### src/rtl/con_bus_pkg.sv
// Shared types for the connection-bus controller: FSM states, a default-width
// beat view, and the beat-size helper used for energy accounting.
package con_bus_pkg;

  typedef enum logic [1:0] {
    RX      = 2'd0,
    TURN_TX = 2'd1,
    TX      = 2'd2,
    TURN_RX = 2'd3
  } con_state_e;

  localparam int DEF_DATA_WIDTH = 16;
  localparam int DEF_NUM_CONS   = 3;
  localparam int DEF_META_WIDTH = 16;

  typedef struct packed {
    logic [DEF_META_WIDTH-1:0]              meta;
    logic [DEF_NUM_CONS*DEF_DATA_WIDTH-1:0] data;
  } con_beat_t;

  function automatic int beat_bits(input int num_cons, input int data_width);
    return num_cons * data_width;
  endfunction

endpackage

### src/rtl/con_bus_ctrl_if.sv
// Bus-side and core-side handshake signals of the connection-bus controller.
// master = controller view, slave = environment/core view.
interface con_bus_ctrl_if #(
  parameter int DATA_WIDTH = 16,
  parameter int NUM_CONS   = 3,
  parameter int META_WIDTH = 16
);
  localparam int BW = NUM_CONS * DATA_WIDTH;

  logic [BW-1:0]         con_in;
  logic [BW-1:0]         con_out;
  logic                  dut_driving_cons;
  logic                  con_valid;
  logic                  con_ready;
  logic [BW-1:0]         rx_data;
  logic                  rx_valid;
  logic                  rx_ready;
  logic [BW-1:0]         tx_data;
  logic [META_WIDTH-1:0] tx_meta;
  logic                  tx_valid;
  logic                  tx_ready;
  logic                  output_valid;
  logic [META_WIDTH-1:0] output_meta;

  modport master (
    input  con_in, con_valid, rx_ready, tx_data, tx_meta, tx_valid,
    output con_out, dut_driving_cons, con_ready, rx_data, rx_valid,
           tx_ready, output_valid, output_meta
  );

  modport slave (
    output con_in, con_valid, rx_ready, tx_data, tx_meta, tx_valid,
    input  con_out, dut_driving_cons, con_ready, rx_data, rx_valid,
           tx_ready, output_valid, output_meta
  );

endinterface

### src/rtl/con_tx_fifo.sv
// Synchronous result FIFO, combinational read of the head entry.
// Pointers carry an extra wrap bit; push while full is taken only alongside a pop.
module con_tx_fifo #(
  parameter int DEPTH = 4,
  parameter int WIDTH = 8
) (
  input  logic             clk,
  input  logic             rst,
  input  logic             push,
  input  logic             pop,
  input  logic [WIDTH-1:0] wr_data,
  output logic [WIDTH-1:0] rd_data,
  output logic             full,
  output logic             empty
);
  localparam int AW = $clog2(DEPTH);

  logic [AW:0]      wr_ptr_q, wr_ptr_d;
  logic [AW:0]      rd_ptr_q, rd_ptr_d;
  logic [WIDTH-1:0] mem_q [DEPTH];
  logic             do_push, do_pop;

  assign empty   = (wr_ptr_q == rd_ptr_q);
  assign full    = (wr_ptr_q[AW] != rd_ptr_q[AW]) &&
                   (wr_ptr_q[AW-1:0] == rd_ptr_q[AW-1:0]);
  assign rd_data = mem_q[rd_ptr_q[AW-1:0]];

  always_comb begin
    do_pop   = pop && !empty;
    do_push  = push && (!full || do_pop);
    wr_ptr_d = wr_ptr_q + {{AW{1'b0}}, do_push};
    rd_ptr_d = rd_ptr_q + {{AW{1'b0}}, do_pop};
  end

  always_ff @(posedge clk) begin
    if (rst) begin
      wr_ptr_q <= '0;
      rd_ptr_q <= '0;
    end else begin
      wr_ptr_q <= wr_ptr_d;
      rd_ptr_q <= rd_ptr_d;
    end
  end

  always_ff @(posedge clk) begin
    if (do_push) mem_q[wr_ptr_q[AW-1:0]] <= wr_data;
  end

endmodule

### src/rtl/con_bus_ctrl.sv
// Bidirectional lane controller: receives env beats in RX, streams buffered results in TX.
// RX beat visible one cycle after accept; TX has no env backpressure, core sees tx_ready=!full.
module con_bus_ctrl
  import con_bus_pkg::*;
#(
  parameter int DATA_WIDTH = 16,
  parameter int NUM_CONS   = 3,
  parameter int META_WIDTH = 16,
  parameter int TX_DEPTH   = 4,
  parameter int TURNAROUND = 1,
  parameter int CNT_WIDTH  = 32
) (
  input  logic                 clk,
  input  logic                 rst,
  con_bus_ctrl_if.master       bus,
  output logic [CNT_WIDTH-1:0] energy,
  output logic                 busy
);
  localparam int BW = beat_bits(NUM_CONS, DATA_WIDTH);
  localparam int TW = (TURNAROUND > 1) ? $clog2(TURNAROUND) : 1;
  localparam logic [TW-1:0]        TURN_INIT = TW'(TURNAROUND - 1);
  localparam logic [CNT_WIDTH-1:0] BEAT_INC  = CNT_WIDTH'(BW);

  typedef struct packed {
    logic [META_WIDTH-1:0] meta;
    logic [BW-1:0]         data;
  } beat_t;

  con_state_e            state_q, state_d;
  logic [TW-1:0]         turn_cnt_q, turn_cnt_d;
  logic [BW-1:0]         rx_data_q, rx_data_d;
  logic                  rx_valid_q, rx_valid_d;
  logic [BW-1:0]         con_out_q, con_out_d;
  logic [META_WIDTH-1:0] out_meta_q, out_meta_d;
  logic                  out_valid_q, out_valid_d;
  logic [CNT_WIDTH-1:0]  energy_q, energy_d;

  logic  con_ready, accept, push, pop, full, empty;
  beat_t wr_beat, rd_beat;

  assign wr_beat = '{meta: bus.tx_meta, data: bus.tx_data};
  assign push    = bus.tx_valid && !full;

  con_tx_fifo #(
    .DEPTH(TX_DEPTH),
    .WIDTH($bits(beat_t))
  ) u_fifo (
    .clk    (clk),
    .rst    (rst),
    .push   (push),
    .pop    (pop),
    .wr_data(wr_beat),
    .rd_data(rd_beat),
    .full   (full),
    .empty  (empty)
  );

  always_comb begin
    state_d     = state_q;
    turn_cnt_d  = turn_cnt_q;
    rx_data_d   = rx_data_q;
    rx_valid_d  = rx_valid_q;
    con_out_d   = con_out_q;
    out_meta_d  = out_meta_q;
    out_valid_d = 1'b0;
    con_ready   = 1'b0;
    pop         = 1'b0;

    case (state_q)
      RX: begin
        con_ready = !rx_valid_q || bus.rx_ready;
        // Leave RX once results are waiting and the env is idle, or the FIFO can take no more.
        if (!empty && (full || !bus.con_valid)) begin
          state_d    = TURN_TX;
          turn_cnt_d = TURN_INIT;
        end
      end
      TURN_TX: begin
        if (turn_cnt_q == '0) state_d = TX;
        else                  turn_cnt_d = turn_cnt_q - TW'(1);
      end
      TX: begin
        if (!empty) begin
          pop         = 1'b1;
          con_out_d   = rd_beat.data;
          out_meta_d  = rd_beat.meta;
          out_valid_d = 1'b1;
        end else begin
          state_d    = TURN_RX;
          turn_cnt_d = TURN_INIT;
        end
      end
      TURN_RX: begin
        if (turn_cnt_q == '0) state_d = RX;
        else                  turn_cnt_d = turn_cnt_q - TW'(1);
      end
      default: state_d = RX;
    endcase

    accept = bus.con_valid && con_ready;
    if (accept) begin
      rx_data_d  = bus.con_in;
      rx_valid_d = 1'b1;
    end else if (bus.rx_ready) begin
      rx_valid_d = 1'b0;
    end

    energy_d = energy_q + (accept ? BEAT_INC : '0) + (out_valid_q ? BEAT_INC : '0);
  end

  always_ff @(posedge clk) begin
    if (rst) begin
      state_q     <= RX;
      turn_cnt_q  <= '0;
      rx_data_q   <= '0;
      rx_valid_q  <= 1'b0;
      con_out_q   <= '0;
      out_meta_q  <= '0;
      out_valid_q <= 1'b0;
      energy_q    <= '0;
    end else begin
      state_q     <= state_d;
      turn_cnt_q  <= turn_cnt_d;
      rx_data_q   <= rx_data_d;
      rx_valid_q  <= rx_valid_d;
      con_out_q   <= con_out_d;
      out_meta_q  <= out_meta_d;
      out_valid_q <= out_valid_d;
      energy_q    <= energy_d;
    end
  end

  assign bus.con_ready        = con_ready;
  assign bus.dut_driving_cons = (state_q == TX);
  assign bus.rx_data          = rx_data_q;
  assign bus.rx_valid         = rx_valid_q;
  assign bus.tx_ready         = !full;
  assign bus.con_out          = con_out_q;
  assign bus.output_meta      = out_meta_q;
  assign bus.output_valid     = out_valid_q;
  assign energy               = energy_q;
  assign busy                 = (state_q != RX) || !empty || rx_valid_q;

endmodule

### src/flat_wrapper.sv
// flat-port wrapper written by rule: the top's interface ports become plain ports
module con_bus_ctrl_flat import con_bus_pkg::*;
#(
  parameter int DATA_WIDTH = 16,
  parameter int NUM_CONS   = 3,
  parameter int META_WIDTH = 16,
  parameter int TX_DEPTH   = 4,
  parameter int TURNAROUND = 1,
  parameter int CNT_WIDTH  = 32
)
  (clk, rst, energy, busy, bus_con_in, bus_con_valid, bus_rx_ready, bus_tx_data, bus_tx_meta, bus_tx_valid, bus_con_out, bus_dut_driving_cons, bus_con_ready, bus_rx_data, bus_rx_valid, bus_tx_ready, bus_output_valid, bus_output_meta);
  con_bus_ctrl_if #(.DATA_WIDTH(DATA_WIDTH), .NUM_CONS(NUM_CONS), .META_WIDTH(META_WIDTH)) bus_i ();
  input  logic clk;
  input  logic rst;
  output logic [CNT_WIDTH-1:0] energy;
  output logic busy;
  input wire logic [$bits(bus_i.con_in)-1:0] bus_con_in;
  input wire logic [$bits(bus_i.con_valid)-1:0] bus_con_valid;
  input wire logic [$bits(bus_i.rx_ready)-1:0] bus_rx_ready;
  input wire logic [$bits(bus_i.tx_data)-1:0] bus_tx_data;
  input wire logic [$bits(bus_i.tx_meta)-1:0] bus_tx_meta;
  input wire logic [$bits(bus_i.tx_valid)-1:0] bus_tx_valid;
  output wire logic [$bits(bus_i.con_out)-1:0] bus_con_out;
  output wire logic [$bits(bus_i.dut_driving_cons)-1:0] bus_dut_driving_cons;
  output wire logic [$bits(bus_i.con_ready)-1:0] bus_con_ready;
  output wire logic [$bits(bus_i.rx_data)-1:0] bus_rx_data;
  output wire logic [$bits(bus_i.rx_valid)-1:0] bus_rx_valid;
  output wire logic [$bits(bus_i.tx_ready)-1:0] bus_tx_ready;
  output wire logic [$bits(bus_i.output_valid)-1:0] bus_output_valid;
  output wire logic [$bits(bus_i.output_meta)-1:0] bus_output_meta;
  assign bus_i.con_in = bus_con_in;
  assign bus_i.con_valid = bus_con_valid;
  assign bus_i.rx_ready = bus_rx_ready;
  assign bus_i.tx_data = bus_tx_data;
  assign bus_i.tx_meta = bus_tx_meta;
  assign bus_i.tx_valid = bus_tx_valid;
  assign bus_con_out = bus_i.con_out;
  assign bus_dut_driving_cons = bus_i.dut_driving_cons;
  assign bus_con_ready = bus_i.con_ready;
  assign bus_rx_data = bus_i.rx_data;
  assign bus_rx_valid = bus_i.rx_valid;
  assign bus_tx_ready = bus_i.tx_ready;
  assign bus_output_valid = bus_i.output_valid;
  assign bus_output_meta = bus_i.output_meta;
  con_bus_ctrl #(.DATA_WIDTH(DATA_WIDTH), .NUM_CONS(NUM_CONS), .META_WIDTH(META_WIDTH), .TX_DEPTH(TX_DEPTH), .TURNAROUND(TURNAROUND), .CNT_WIDTH(CNT_WIDTH)) u_core (.clk(clk), .rst(rst), .bus(bus_i), .energy(energy), .busy(busy));
endmodule
### config.mk
export PLATFORM = sky130hd
export DESIGN_NAME = con_bus_ctrl_flat
export DESIGN_NICKNAME = d
export VERILOG_FILES = /design/src/rtl/con_bus_pkg.sv /design/src/rtl/con_bus_ctrl_if.sv /design/src/rtl/con_tx_fifo.sv /design/src/rtl/con_bus_ctrl.sv /design/src/flat_wrapper.sv
export SDC_FILE = /design/constraint.sdc
export NUM_CORES = 1
export LEC_CHECK = 0
export ABC_AREA = 1
export CAP_MARGIN = 10
export CORE_AREA = 10 10 179 181
export CTS_BUF_LIST = sky130_fd_sc_hd__clkbuf_4
export DETAILED_ROUTE_END_ITERATION = 16
export DIE_AREA = 0 0 189 191
export PLACE_DENSITY_LB_ADDON = 0.2
export SETUP_SLACK_MARGIN = 0.5
export SKIP_CTS_REPAIR_TIMING = 1
export SYNTH_ARGS = -nofsm -noshare
export SYNTH_HDL_FRONTEND = slang
export SYNTH_HIERARCHICAL = 1
export SYNTH_SLANG_ARGS = --single-unit
### constraint.sdc
create_clock -name clk -period 5.8 [get_ports clk]
set_input_delay 0.87 -clock clk [delete_from_list [all_inputs] [get_ports clk]]
set_output_delay 0.87 -clock clk [all_outputs]
set_load 0.02 [all_outputs]
==> metrics.txt, run 1 <==
post-route ant nets 0; layout cell share with drive strength beyond 1 0.114; Top FF cell, synth edfxtp_1; Rows 62; antenna violations before repair 6; total die area 36100 um2; Mapped Area about 15000 um2; I/O Pins 267; number of flops mapped to enable cells by yosys around 260; period utilisation layout 0.657; overall power ~0.0070 W; DP Cell Count around 2000; Post-Syn Area per Cell roughly 11 um2; Max Slew Vio Count 0; fin nets 1842; Syn. warnings 6; Synth top area share 0.497; Core Util, Final 0.686; largest net degree at the start of global routing 86; Leakage 7.18 nW; hold_ws between 0.4 and 0.5 ns; total global-route track usage 0.206; Synth cell types 35; Avg WL per Cell around 17 um; CP Launch Type register; worst endpoint required time a little under 5 ns; fraction of registers with async set/reset 0; Slew headroom 0.261; Setup CP Type register to output pin; Worst-path clk slew roughly 0.070 ns; crit-path max FO 52; Setup Skew roughly 0.054 ns; core area about 28000 um2; sequential fraction of the synthesis area 0.691; grt ovf 0; status finished, final reports clean; CTS tree done; DR vias 11323; Initial DRC Count around 760; CP endpoint kind output pin; PD cells around 360 nW/um2; Commonest cells post-synth 324 x nor2_1, 256 x edfxtp_1, 165 x nand2_1; GP Congestion between 0.8 and 0.9; VDD IR max ~200 uV; slew at the pin closest to its max-slew limit ~1.1 ns; RSZ-0062 raised after global routing false; Fmax 262 MHz; most common cell in the netlist nor2_1; CP Data Arrival Time 2.94 ns; Starting Density 0.543; Die W ~190 um; Final Hold Fails 0; Min-Delay Path Class register to register; CTS Root Cell clkbuf_4; Fillers 2192; vias in the first global route approximately 12000; Total Wirelength 37900 um; first-pass GRT wire length between 60000 and 70000 um; vias per cell 5.18; htree depth 3; final non-filler cell total approximately 2200; clock latency on the worst-skew pair ~0.73 ns; # port buffers 262; Yosys top cell by area edfxtp_1; clk sinks slightly above 400; CTS buffer count 100; Setup Total Neg Slack 0 ns; Max-cap violations 0; die height around 190 um; HPWL Detailed about 23000 um; Detailed Routing Iterations Pass 1 5; Mapped Cells between 1000 and 1500; final setup fails 0; DRC 0; top cells by area, synth edfxtp_1 50%, dfxtp_1 19%, nor2_1 7.9%; Yosys reg bits 406; Area growth syn-to-layout 26.3%; minimum clock period 3.81 ns; Longest Clk Path Bufs 3
-- layer usage --
layer	GRT usage	wire length [um]	vias to the layer above
li1	-	-	5527
met1	0.256	16200	5327
met2	0.341	18200	414
met3	0.0569	2880	51
met4	0.0733	612	4
met5	0	40	-
-- layout by cell type, fill, tap and decap left out, types with 43 or more instances in the layout --
cell / n
a21oi_1: 64
nand2_1: 165
o21ai_0: 141
nor2_1: 319
inv_1: 43
o21ai_1: 56
dfxtp_1: 148
o22ai_1: 64
clkdlybuf4s50_1: 261
clkbuf_4: 158
edfxtp_1: 256
-- metrics by stage --
step,area (um2),worst slack [ns]
2_1_floorplan,15500,1.16
3_3_place_gp,18200,1.54
3_5_place_dp,18200,1.49
4_1_cts,19500,1.92
5_1_grt,19500,1.78
6_report,19500,1.99
-- worst max-delay path, stage by stage (launching register included) --
cell and delay, ns:
dfxtp_4 0.70, xnor2_1 0.21, nand2_1 0.12, nor2_1 0.25
nand2_1 0.12, or2_2 0.28, clkdlybuf4s50_1 0.54
-- registers in the layout, indices dropped and copies added, names as in the netlist --
| register | cells |
|---|---|
| u_core/u_fifo/mem_q | 256 |
| u_core/bus.con_out | 48 |
| u_core/bus.rx_data | 48 |
| u_core/energy | 28 |
| u_core/bus.output_meta | 16 |
| u_core/u_fifo/rd_ptr_q | 3 |
| u_core/u_fifo/wr_ptr_q | 3 |
| u_core/state_q | 2 |
| u_core/bus.output_valid | 1 |
| u_core/bus.rx_valid | 1 |
-- cell families after synthesis --
| family | synth area share |
|---|---|
| AOI/OAI and AO/OA | 0.111 |
| adders and majority gates | 0.0112 |
| xor gates and xnor gates | 0.00566 |
| other | 0.000242 |
| DFF | 0.691 |
| buffers and inverters | 0.0453 |
| and+or+nand+nor | 0.135 |
-- power breakdown --
part	internal (W)	total, W	switching [W]
registers	0.00334	0.00345	0.000116
clock network	0.00124	0.00232	0.00108
logic	0.000511	0.00125	0.000736
total	0.00508	0.00702	0.00193
-- layout make-up --
cell class	instances	area, um2	share of cell area
diodes	4	10.0	0.000512
clock inverters	27	110	0.00563
well taps	384	480	0.0246
multi-input cells	880	4130	0.211
flip-flops and latches	406	10700	0.547
inverters	49	186	0.00954
clock buffers	158	1190	0.0607
repair buffers	276	2750	0.141
-- final timing paths --
| kind | from | endpoint | slack (ns) | cells past startpoint |
|---|---|---|---|---|
| setup / recovery | u_core/u_fifo/rd_ptr_q[0]$_SDFF_PP0_ | busy | 1.99 | 6 |
| hold reg to reg | u_core/bus.rx_data[23]$_SDFFE_PP0P_ | u_core/bus.rx_data[23]$_SDFFE_PP0P_ | 0.46 | 2 |
| hold / removal | u_core/bus.rx_data[23]$_SDFFE_PP0P_ | u_core/bus.rx_data[23]$_SDFFE_PP0P_ | 0.46 | 2 |
| setup reg to reg | u_core/state_q[0]$_SDFFE_PP0P_ | u_core/energy[29]$_SDFF_PP0_ | 2.32 | 16 |
No activity file was read; power rests on OpenSTA's default activity.
==> run 2, diff against run 1 <==
Settings changed: CORE_AREA 10 10 179 181 to 10 10 189 191, DIE_AREA 0 0 189 191 to 0 0 199 201.
Clock period 5.8 ns to 3.4 ns, I/O delays scaled along.
==> run 2 against run 1 <==
- flip-flop and latch count did not move
- sequential power rose by 70%
- first-iteration DRC count fell by 24%
- non-clock buffer count rose by 7
- die area rose by 11%
- largest cell class unchanged
- cell count rose by 1.5%
- critical endpoint unchanged
==> metrics.txt, run 2 (synthesized netlist as in run 1, its figures left out) <==
status finished, final reports clean; die height 201 um (+5.2%); most common cell after layout, fill and taps aside nor2_1; vias per cell 5.18 (-0.16%); DR top layer met4; DR vias 11476 (+1.4%); Min-Delay Path Class input port to register; met2 WL 19200 um (+5.4%); met1 WL 17400 um (+7.6%); clock latency on the worst-skew pair 0.74 ns (about the same); worst r2r src u_core/state_q[0]$_SDFFE_PP0P_; Worst-path clk slew 0.07 ns (about the same); RSZ-0062 raised after global routing true; Largest delay share family, worst path simple AND/OR/NAND/NOR gates; minimum clock period between 2 and 3 ns; Max-cap violations 0 (unchanged); crit-path most repeated cell nand2_1; Placed Area 18400 um2 (+0.84%); most frequent cells in the layout 318 x nor2_1, 259 x clkdlybuf4s50_1, 256 x edfxtp_1; Starting Density 0.483 (-0.0606); CP Launch Type register; HP Start bus_con_in[20]; CP Data Arrival Time 2.37 ns (-0.57 ns); CTS tree done; slowest stage delay, CP 0.42 ns (-0.28 ns); Longest Clk Path Bufs 3 (unchanged); Final Hold Fails 0 (unchanged); antenna violations before repair 6 (unchanged); slew at the pin closest to its max-slew limit 1.15 ns (+0.0426 ns); Worst path slowest cell dfxtp_1; post-route ant nets 0 (unchanged); FF-to-FF path depth 15 (-1); period utilisation layout 0.846; core area 32000 um2 (+13%); grt ovf 0 (unchanged); HPWL Detailed 24600 um (+7.8%); Initial DRC Count 580 (-24%); Leakage 7.25 nW (+0.90%); total die area 40000 um2 (+11%); r2r setup slk 0.69 ns (-1.63 ns); vias in the first global route 11433 (-0.97%); Rows 66 (+6.5%); Detailed Routing Iterations Pass 1 7 (+2); PD cells 611 nW/um2 (+70%); Worst R2R End u_core/energy[27]$_SDFF_PP0_; htree depth 3 (unchanged); GP Congestion 0.874 (+4.6%); max reg flops 256 (unchanged); layout cell share with drive strength beyond 1 0.122 (+0.00801); Setup Total Neg Slack 0 ns (unchanged); met3 WL 3380 um (+17%); clk sinks 406 (unchanged); Fmax 348 MHz; total global-route track usage 0.193 (-0.0128); worst endpoint required time 2.89 ns (-2.04 ns); CTS Root Cell clkbuf_4; Setup Skew 0.0469 ns (-0.00688 ns); VDD IR max 351 uV (+78%); fin nets 1852 (+0.54%); first-pass GRT wire length 61700 um (+2.6%); I/O Pins 267 (unchanged); critical-path cell list xnor2_1, nand2_1, nor2_2, nand2_1, or2_2, dlymetal6s2s_1; # port buffers 262 (unchanged); Area growth syn-to-layout 27.4%; Max Slew Vio Count 0 (unchanged); Die W 199 um (+5.3%); CTS buffer count 102 (+2.0%); final setup fails 0 (unchanged); CP endpoint kind output pin; crit-path max FO 5 (-90%); Buf+Inv Stages, Crit Path 1 (unchanged); Slew headroom 0.234 (-0.0275); largest net degree at the start of global routing 101 (+17%); hold_ws 0.328 ns (-0.135 ns); Min-Delay Path Depth 3 (+1); Hold EP u_core/bus.rx_data[20]$_SDFFE_PP0P_; Final Cell Area 19700 um2 (+0.88%); DRC 0 (unchanged); Setup CP Type register to output pin; Avg WL per Cell 18.2 um (+5.1%); Total Wirelength 40500 um (+6.7%)
run 2: power breakdown:
part	internal, W	leakage [nW]	total, W	switching, W
Sequential	0.00569	3.57	0.00588	0.000189
Combinational	0.000900	2.90	0.00221	0.00131
Clock	0.00209	0.770	0.00397	0.00187
Total	0.00868	7.25	0.0121	0.00337
run 2: per-stage QoR:
step | std cells | worst slack [ns] | util | total power (W)
floorplan | 1420 | 0.520 | - | 0.00716
global placement | 2026 | 0.353 | 0.574 | 0.00816
detailed placement | 2026 | 0.264 | 0.574 | 0.00820
CTS | 2208 | 0.168 | 0.614 | 0.0122
global route | 2214 | 0.312 | 0.615 | 0.0127
finish | 2217 | 0.523 | 0.615 | 0.0121
run 2: worst min-delay path: cells and delay by family:
family | cells | cell delay, ns
buffers and inverters | 1 | 0.39
AOI/OAI and AO/OA | 1 | 0.05
and+or+nand+nor | 1 | 0.06
run 2: cell type report:
| cell class | instances | area (um2) |
|---|---|---|
| well taps | 408 | 510 |
| clock buffers | 157 | 1180 |
| flip-flops and latches | 406 | 10700 |
| inverters | 49 | 186 |
| clock inverters | 25 | 108 |
| fillers | 2686 | 12300 |
| repair buffers | 283 | 2870 |
| diodes | 8 | 20.0 |
| multi-input cells | 881 | 4150 |
run 2: how the worst max path moves through the flow:
| stage | from | to | depth (start not counted) |
|---|---|---|---|
| after detailed placement | bus_rx_ready | u_core/energy[29]$_SDFF_PP0_ | 16 |
| after CTS | u_core/u_fifo/wr_ptr_q[0]$_SDFF_PP0_ | busy | 6 |
| after floorplan | u_core/u_fifo/rd_ptr_q[0]$_SDFF_PP0_ | u_core/u_fifo/mem_q[3][0]$_DFFE_PP_ | 11 |
| after global routing | u_core/u_fifo/wr_ptr_q[0]$_SDFF_PP0_ | busy | 6 |
| final | u_core/u_fifo/wr_ptr_q[0]$_SDFF_PP0_ | busy | 6 |
| after global placement | bus_rx_ready | u_core/energy[29]$_SDFF_PP0_ | 15 |
run 2: metal layers:
metal,up-vias,GRT usage
met5,-,0
li1,5564,-
met4,0,0.0641
met1,5493,0.238
met3,41,0.0652
met2,378,0.312
==> run 3, diff against run 2 <==
Settings changed: CORE_AREA 10 10 189 191 to 10 10 179 181, DIE_AREA 0 0 199 201 to 0 0 189 191.
Clock period 3.4 ns to 2.75 ns, I/O delays scaled along.
==> run 3 against run 2 <==
- combinational power up 26%
- via count up 1.0%
- critical path type is now register to register
- clock-buffer cell count down 11
- register-to-register slack worse by 0.48 ns
- power up 24%
- worst setup slack worse by 0.32 ns
- critical endpoint is now u_core/energy[27]$_SDFF_PP0_
==> metrics.txt, run 3 (synthesized netlist as in run 1, its figures left out) <==
status finished, final reports clean; DR vias 11596 (+1.0%); Detailed Routing Iterations Pass 1 4 (-3); Setup CP Type register to register; worst r2r src u_core/state_q[1]$_SDFFE_PP0P_; antenna violations before repair 4 (-2); VDD IR max 402 uV (+15%); fin nets 1861 (+0.49%); CTS Root Cell clkbuf_4; DRC 0 (unchanged); # port buffers 262 (unchanged); Leakage 7.77 nW (+7.2%); final setup fails 0 (unchanged); clock latency on the worst-skew pair 0.74 ns (about the same); Fmax a little under 400 MHz; met3 WL 3080 um (-8.9%); Worst path slowest cell fa_2; Longest Clk Path Bufs 3 (unchanged); PD cells 748 nW/um2 (+22%); Starting Density 0.543 (+0.0606); Rows 62 (-6.1%); CTS buffer count 99 (-2.9%); HP Start bus_con_in[17]; Area growth syn-to-layout 29.1%; die height 191 um (-5.0%); total die area 36100 um2 (-9.8%); Max Slew Vio Count 0 (unchanged); CP startpoint u_core/state_q[1]$_SDFFE_PP0P_; CP Data Arrival Time 3.16 ns (+0.79 ns); Worst-path clk slew 0.06 ns (about the same); Avg WL per Cell 17.7 um (-2.9%); Setup Skew 0.0781 ns (+0.0312 ns); HPWL Detailed 23900 um (-2.9%); Final Hold Fails 0 (unchanged); met1 WL 16600 um (-4.6%); period utilisation layout 0.924; Min-Delay Path Class input port to register; grt ovf 0 (unchanged); CP endpoint kind register; first-pass GRT wire length 61600 um (-0.21%); most common cell after layout, fill and taps aside nor2_1; layout cell share with drive strength beyond 1 0.139 (+0.0174); hold_ws 0.256 ns (-0.0717 ns); met2 WL 18600 um (-2.7%); critical-path cell list inv_2, ha_4, and2_4, nand2_4, inv_4, fa_2, ha_4, fa_2, nand2_2, nor2_4, nand2_4, nor2_8, nand4_1, nand2_1, nor2_1; DR top layer met4; largest net degree at the start of global routing 91 (-9.9%); CP Launch Type register; worst endpoint required time 3.37 ns (+0.48 ns); post-route ant nets 0 (unchanged); RSZ-0062 raised after global routing true; Core Util, Final 0.701 (+0.0861); I/O Pins 267 (unchanged); most frequent cells in the layout 315 x nor2_1, 256 x edfxtp_1, 233 x clkdlybuf4s50_1; htree depth 3 (unchanged); vias in the first global route 11729 (+2.6%); slew at the pin closest to its max-slew limit 1.03 ns (-0.122 ns); clk sinks 406 (unchanged); max reg flops 256 (unchanged); core area 28500 um2 (-11%); minimum clock period 2.54 ns; Max-cap violations 0 (unchanged); Die W 189 um (-5.0%); crit-path max FO 8 (+3); slowest stage delay, CP 0.54 ns (+0.12 ns); GP Congestion 0.807 (-7.7%); Initial DRC Count 737 (+27%); CTS tree done; Total Wirelength 39000 um (-3.6%); Slew headroom 0.316 (+0.0823); total global-route track usage 0.210 (+0.0168); Fillers 2149 (-20%); vias per cell 5.27 (+1.8%)
[run 3: cell types whose count changed in the layout (fill, tap and decap cells not counted), moves of 4 or more]
cell and change:
nor2_4 +4, inv_1 -6, clkinv_1 +11, nand3_2 +7, dfxtp_2 +4, dlymetal6s2s_1 +24, nand3_1 -7, buf_4 +11
diode_2 -4, clkbuf_4 -11, clkdlybuf4s50_1 -26, dfxtp_1 -4
[run 3: metal layers]
layer / up-vias / GRT usage
li1: 5593 / -
met1: 5524 / 0.258
met2: 422 / 0.351
met3: 57 / 0.0616
met4: 0 / 0.0699
met5: - / 0
[run 3: through the flow]
step | std cells | setup slack [ns] | total power [W] | instance area [um2] | setup TNS (ns)
floorplan | 1420 | -0.0385 | 0.00890 | 15600 | -7.03
detailed placement | 2009 | -0.250 | 0.0102 | 18500 | -2.19
CTS | 2191 | -0.330 | 0.0151 | 19800 | -0.330
global placement | 2009 | -0.207 | 0.0101 | 18500 | -1.60
finish | 2201 | 0.208 | 0.0149 | 20000 | 0
global route | 2199 | 0.0914 | 0.0157 | 20000 | 0
[run 3: worst paths after layout]
check	cells past startpoint	endpoint	slack, ns
worst max-delay path	15	u_core/energy[27]$_SDFF_PP0_	0.21
worst min-delay path	3	u_core/bus.rx_data[17]$_SDFFE_PP0P_	0.26
worst max register to register	15	u_core/energy[27]$_SDFF_PP0_	0.21
worst min register to register	2	u_core/bus.rx_data[1]$_SDFFE_PP0P_	0.46
[run 3: worst max-delay path, delay by kind of cell, from the launching register on]
family                     cells  cell delay, ns
adders and majority gates      4            1.03
buffers and inverters          2            0.10
DFF                            1            0.35
and+or+nand+nor                9            1.02
[run 3: final cells by class]
cell class,instances,area [um2],share of cell area
Timing Repair Buffer,296,3010,0.151
Multi-Input combinational cell,880,4290,0.215
Clock buffer,146,1100,0.0549
Tap cell,384,480,0.0241
Antenna cell,4,10.0,0.000501
Inverter,49,191,0.00959
Clock inverter,36,188,0.00940
Sequential cell,406,10700,0.536
[run 3: power breakdown]
part	leakage, nW	internal (W)	switching, W
combinational	3.44	0.00116	0.00162
sequential	3.57	0.00704	0.000232
clock	0.755	0.00255	0.00233
total	7.77	0.0107	0.00419
